==> src/rtl/mult_pkg.sv <==
// mult_pkg: shared types for the shift-add multiplier bus master.
// Holds the controller state encoding and multiplier func codes.
package mult_pkg;

  typedef enum logic [3:0] {
    IDLE,
    LOAD_M,
    LOAD_Q,
    START,
    WAIT_BUSY,
    WAIT_DONE,
    READ_LO,
    READ_HI,
    OUT
  } state_t;

  localparam logic [1:0] FUNC_LD_M  = 2'b00;
  localparam logic [1:0] FUNC_LD_Q  = 2'b01;
  localparam logic [1:0] FUNC_RD_LO = 2'b10;
  localparam logic [1:0] FUNC_RD_HI = 2'b11;

endpackage

==> src/rtl/mult_bus_master_start_pulser.sv <==
// start_pulser: holds the active-low start line for START_HOLD cycles.
// done marks the last low cycle so the caller can leave with the release.
module start_pulser #(
  parameter int START_HOLD = 4000
) (
  input  logic osc_clk,
  input  logic n_reset,
  input  logic go,
  output logic pb,
  output logic done
);

  localparam int CW = $clog2(START_HOLD + 1);

  logic [CW-1:0] cnt;

  assign done = ~pb & (cnt == '0);

  // pull pb low on go, release it after START_HOLD cycles
  always_ff @(posedge osc_clk or negedge n_reset) begin
    if (!n_reset) begin
      pb  <= 1'b1;
      cnt <= '0;
    end else if (go) begin
      pb  <= 1'b0;
      cnt <= CW'(START_HOLD - 1);
    end else if (!pb) begin
      if (cnt == '0) pb <= 1'b1;
      else           cnt <= cnt - 1'b1;
    end
  end

endmodule

==> src/rtl/mult_bus_master.sv <==
// mult_bus_master: runs a full load/start/read transaction on the multiplier bus.
// Optional watchdog on the ready waits: define MULT_TIMEOUT_EN.
module mult_bus_master
  import mult_pkg::*;
#(
  parameter int n          = 8,
  parameter int START_HOLD = 4000,
  parameter int TIMEOUT    = 65535
) (
  input  logic           osc_clk,
  input  logic           n_reset,
  input  logic           in_valid,
  output logic           in_ready,
  input  logic [n-1:0]   in_m,
  input  logic [n-1:0]   in_q,
  output logic           res_valid,
  input  logic           res_ready,
  output logic [2*n-1:0] res,
  output logic           err,
  output logic [1:0]     mul_func,
  output logic           mul_oe,
  output logic           mul_startPB,
  input  logic           mul_ready,
  output logic [n-1:0]   bus_dout,
  output logic           bus_drive,
  input  logic [n-1:0]   bus_din
);

  state_t       state;
  logic [n-1:0] q_r;
  logic         go;
  logic         done;
  logic         phase;
  logic         tmo;

  start_pulser #(
    .START_HOLD(START_HOLD)
  ) u_pulser (
    .osc_clk(osc_clk),
    .n_reset(n_reset),
    .go     (go),
    .pb     (mul_startPB),
    .done   (done)
  );

`ifdef MULT_TIMEOUT_EN
  localparam int TW = $clog2(TIMEOUT + 1);

  logic [TW-1:0] tcnt;
  logic          waiting;

  assign waiting = (state == WAIT_BUSY && mul_ready) ||
                   (state == WAIT_DONE && !mul_ready);
  assign tmo = waiting && (tcnt == TW'(TIMEOUT - 1));

  // watchdog: count while stuck in a wait state, latch err on expiry
  always_ff @(posedge osc_clk or negedge n_reset) begin
    if (!n_reset) begin
      tcnt <= '0;
      err  <= 1'b0;
    end else begin
      tcnt <= waiting ? tcnt + 1'b1 : '0;
      if (tmo) err <= 1'b1;
    end
  end
`else
  logic unused_timeout;

  assign unused_timeout = (TIMEOUT != 0);
  assign tmo = 1'b0;
  assign err = 1'b0;
`endif

  // transaction sequencer; func parks on read codes outside the loads
  always_ff @(posedge osc_clk or negedge n_reset) begin
    if (!n_reset) begin
      state     <= IDLE;
      in_ready  <= 1'b0;
      res_valid <= 1'b0;
      res       <= '0;
      mul_func  <= FUNC_RD_LO;
      mul_oe    <= 1'b0;
      bus_drive <= 1'b0;
      bus_dout  <= '0;
      q_r       <= '0;
      go        <= 1'b0;
      phase     <= 1'b0;
    end else begin
      go <= 1'b0;
      unique case (state)
        IDLE: begin
          in_ready <= 1'b1;
          if (in_valid && in_ready) begin
            in_ready  <= 1'b0;
            q_r       <= in_q;
            bus_dout  <= in_m;
            bus_drive <= 1'b1;
            mul_func  <= FUNC_LD_M;
            state     <= LOAD_M;
          end
        end
        LOAD_M: begin
          mul_func <= FUNC_LD_Q;
          bus_dout <= q_r;
          go       <= 1'b1;
          state    <= LOAD_Q;
        end
        LOAD_Q: begin
          mul_func  <= FUNC_RD_LO;
          bus_drive <= 1'b0;
          bus_dout  <= '0;
          state     <= START;
        end
        START: begin
          if (done) state <= WAIT_BUSY;
        end
        WAIT_BUSY: begin
          if (tmo) begin
            in_ready <= 1'b1;
            state    <= IDLE;
          end else if (!mul_ready) begin
            state <= WAIT_DONE;
          end
        end
        WAIT_DONE: begin
          if (tmo) begin
            in_ready <= 1'b1;
            state    <= IDLE;
          end else if (mul_ready) begin
            mul_oe <= 1'b1;
            state  <= READ_LO;
          end
        end
        READ_LO: begin
          phase <= ~phase;
          if (phase) begin
            res[n-1:0] <= bus_din;
            mul_func   <= FUNC_RD_HI;
            state      <= READ_HI;
          end
        end
        READ_HI: begin
          phase <= ~phase;
          if (phase) begin
            res[2*n-1:n] <= bus_din;
            mul_oe       <= 1'b0;
            mul_func     <= FUNC_RD_LO;
            res_valid    <= 1'b1;
            state        <= OUT;
          end
        end
        OUT: begin
          if (res_ready) begin
            res_valid <= 1'b0;
            in_ready  <= 1'b1;
            state     <= IDLE;
          end
        end
        default: state <= IDLE;
      endcase
    end
  end

endmodule

==> config.mk <==
export PLATFORM = sky130hd
export DESIGN_NAME = mult_bus_master
export DESIGN_NICKNAME = d
export VERILOG_FILES = /design/src/rtl/mult_pkg.sv /design/src/rtl/mult_bus_master_start_pulser.sv /design/src/rtl/mult_bus_master.sv
export SDC_FILE = /design/constraint.sdc
export NUM_CORES = 1
export LEC_CHECK = 0
export CORE_ASPECT_RATIO = 2
export CORE_MARGIN = 4
export CORE_UTILIZATION = 30
export CTS_BUF_LIST = sky130_fd_sc_hd__clkbuf_16
export CTS_CLUSTER_DIAMETER = 30
export DETAILED_ROUTE_END_ITERATION = 6
export SLEW_MARGIN = 20
export SYNTH_ARGS = -nofsm -noshare
export SYNTH_HDL_FRONTEND = slang
export SYNTH_HIERARCHICAL = 1
export SYNTH_SLANG_ARGS = --single-unit
==> constraint.sdc <==
create_clock -name osc_clk -period 2.5 [get_ports osc_clk]
set_input_delay 0.625 -clock osc_clk [delete_from_list [all_inputs] [get_ports osc_clk]]
set_output_delay 0.625 -clock osc_clk [all_outputs]
set_load 0.05 [all_outputs]
==> run metrics <==
status complete, no violations; final worst slack 0.2058 ns; first-pass GRT wire length 10850 um; count of buffers from port buffering 59; post-synthesis area per instance 11.52 sq um; CTS tree built; Synth Register Bits 57; crit path max fanout 3; setup bufs post-CTS 0; DRT iter0 DRCs 99; CP Capture Type primary output; most common cell after layout, fill and taps aside clkdlybuf4s50_1; initial core utilization 30.99%; Final ANT Viol Nets 0; Post-CTS Hold Buffers 0; fill cell count 867; CP Cell Sequence clkdlybuf4s50_1; Inst Count DP 388; Pwr per Cell Area 586.4 mW/mm^2; Inserted Diodes 0; gpl congestion 0.7658; DRC viols 0; setup violators final 0; worst path bufs/invs 1; top sig layer met4; detailed placement HPWL 5099 um; CTS Buf Count 9; Reg2Reg Depth 6; RSZ-0062 raised after global routing false; vias 2110; CTS Sinks 57; Netlist cell types 53; DR WL/cell 16.62 um; skew final 0.007092 ns; Synth Flop Type dfrtp_1; part of the cycle the worst path needs 91.77%; detailed-route wire length 6715 um; Worst-Margin Slew 0.6170 ns; max incr delay on CP 0.80 ns; antenna violations before repair 0; P&R area growth vs syn 34.71%; Root Buffer clkbuf_16; Final Hold Vio Count 0; cell at the slowest stage of the critical path clkdlybuf4s50_1; Detail Route met3 WL 238 um; CTS Buffer Depth 2; global-route usage over all layers 13.75%; grt total ovfl 0; Die Ht 142.6 um; Setup CP Type reg2out; drt pass-1 iters 4; Hold Slack 0.2511 ns; Post-Syn Nets 267; io pins 61; total power 0.002147 W; max-cap violations 0; vias in the first global route 2096; Adder-Cell Fraction of Synth Area 0.9208%; most frequent cells in the layout clkdlybuf4s50_1, dfrtp_1, mux2_2; Critical Path Stages 1; simple-gate share of the synthesized area 14.13%; clock insertion delay at the later pin of the skew report 0.33 ns; Compound-Gate Fraction of Synth Area 16.16%; Leak 1.687 nW; vias per cell 5.223; sum of negative setup slack 0 ns; R2R Setup Slk 0.40 ns; Post-Syn Instances 236; Critical Path Source Type flip-flop; clock period minus worst slack 2.294 ns; Die Wd 75.30 um; CP delay by family, top buffers and inverters; EDFF count, synth 0; peak supply drop 397.1 uV; yosys warns 6; post-layout net count 330; die area 0.01074 sq mm; largest family of logic cells by synthesized area compound AO/OA/AOI/OAI gates; Slew Viols, Final 0; Post-Syn Area 0.002718 sq mm; Row Count 48; largest net degree at the start of global routing 25; CTS H-tree lvls 3; type of the worst min-delay path in2async; pre-CTS setup slack 0.3265 ns; Post-Synth XOR/XNOR Area 1.611%; Gates resized, CTS repair 0; register area share after synthesis 52.58%; met1 wire length 2534 um; Clk pin slew, worst setup/hold paths 0.05 ns; ys async rst share 100.0%; Post-Layout Cell Count 404; CP arrival 1.67 ns; layout cells sized above 1 19.08%; Max-slew headroom 58.87%; maximum clock frequency 435.9 MHz; post-synthesis mux area share 10.31%; length of routed met2 wiring 3764 um; Critical Path RT 1.88 ns; core box area 0.008768 sq mm
## kinds of logic (layout without fill, tap and decap cells)
family / after synthesis / count (layout)
buffers and inverters: 20 / 88
adders and majority gates: 2 / 2
DFF: 57 / 57
and+or+nand+nor: 61 / 61
xor gates and xnor gates: 5 / 5
other: 1 / 1
muxes: 25 / 25
AOI/OAI and AO/OA: 65 / 65
## layer usage
metal | vias to the layer above | track usage, %
met3 | 11 | 3.960
li1 | 1001 | -
met1 | 1057 | 14.71
met4 | 0 | 7.558
met5 | - | 0
met2 | 41 | 23.39
## where the power goes
| group | leakage, nW | switching [W] | internal (W) | total (W) |
|---|---|---|---|---|
| Sequential | 0.774 | 0 | 0.000925 | 0.000925 |
| Combinational | 0.766 | 0.0000333 | 0.0000413 | 0.0000746 |
| Clock | 0.147 | 0.000398 | 0.000750 | 0.00115 |
| Total | 1.69 | 0.000431 | 0.00172 | 0.00215 |
## per-stage QoR
step	cell area, sq um	utilization, %
floorplan	2718	-
CTS	3661	41.75
global route	3661	41.75
finish	3661	41.75
detailed placement	3381	38.56
global placement	3381	38.56
## path summary, 6_finish.rpt
check                                       end            start
worst max register to register  u_pulser/cnt[8]  u_pulser/cnt[0]
max in group asynchronous           u_pulser/pb          n_reset
worst max-delay path                mul_func[1]      mul_func[1]
worst min register to register        res_valid        res_valid
min in group osc_clk                  res_valid        res_valid
worst min-delay path                   in_ready          n_reset
## sequential cells by signal, summed over array words and instances, names as in the netlist
name          flops
u_pulser/pb       1
res_valid         1
mul_func          2
bus_drive         1
mul_oe            1
in_ready          1
u_pulser/cnt     12
bus_dout          8
q_r               8
state             4
go                1
phase             1
res              16
## area by class of cell
class	instances	area [sq um]	area share (%)
Sequential cell	57	1429	39.03
Inverter	8	30.03	0.8202
Clock buffer	9	225.2	6.152
Multi-Input combinational cell	159	1176	32.13
Timing Repair Buffer	64	620.6	16.95
Tap cell	100	125.1	3.418
Clock inverter	7	55.05	1.504
## synth_stat cells (2+ instances only)
library cell	count	area share, %
and2_1	3	0.69
buf_6	3	1.2
or3_1	2	0.46
or2_2	2	0.46
a211o_1	5	1.6
dfrtp_1	55	51
a31oi_1	10	2.3
buf_2	3	0.55
nor2_1	4	0.55
nand2b_1	3	0.69
a2111oi_0	3	0.97
o21ai_0	14	2.6
dfstp_2	2	1.9
inv_1	8	1.1
ha_1	2	0.92
nand2_1	15	2.1
buf_4	3	0.83
a21oi_1	16	2.9
nor3_1	10	1.8
a211oi_1	2	0.55
mux2_2	24	9.9
o32a_1	2	0.74
nor2b_1	3	0.69
clkbuf_1	2	0.28
nand3_1	6	1.1
o31ai_1	2	0.55
xnor2_1	5	1.6
or4_1	2	0.55
No activity file was read; power rests on OpenSTA's default activity.
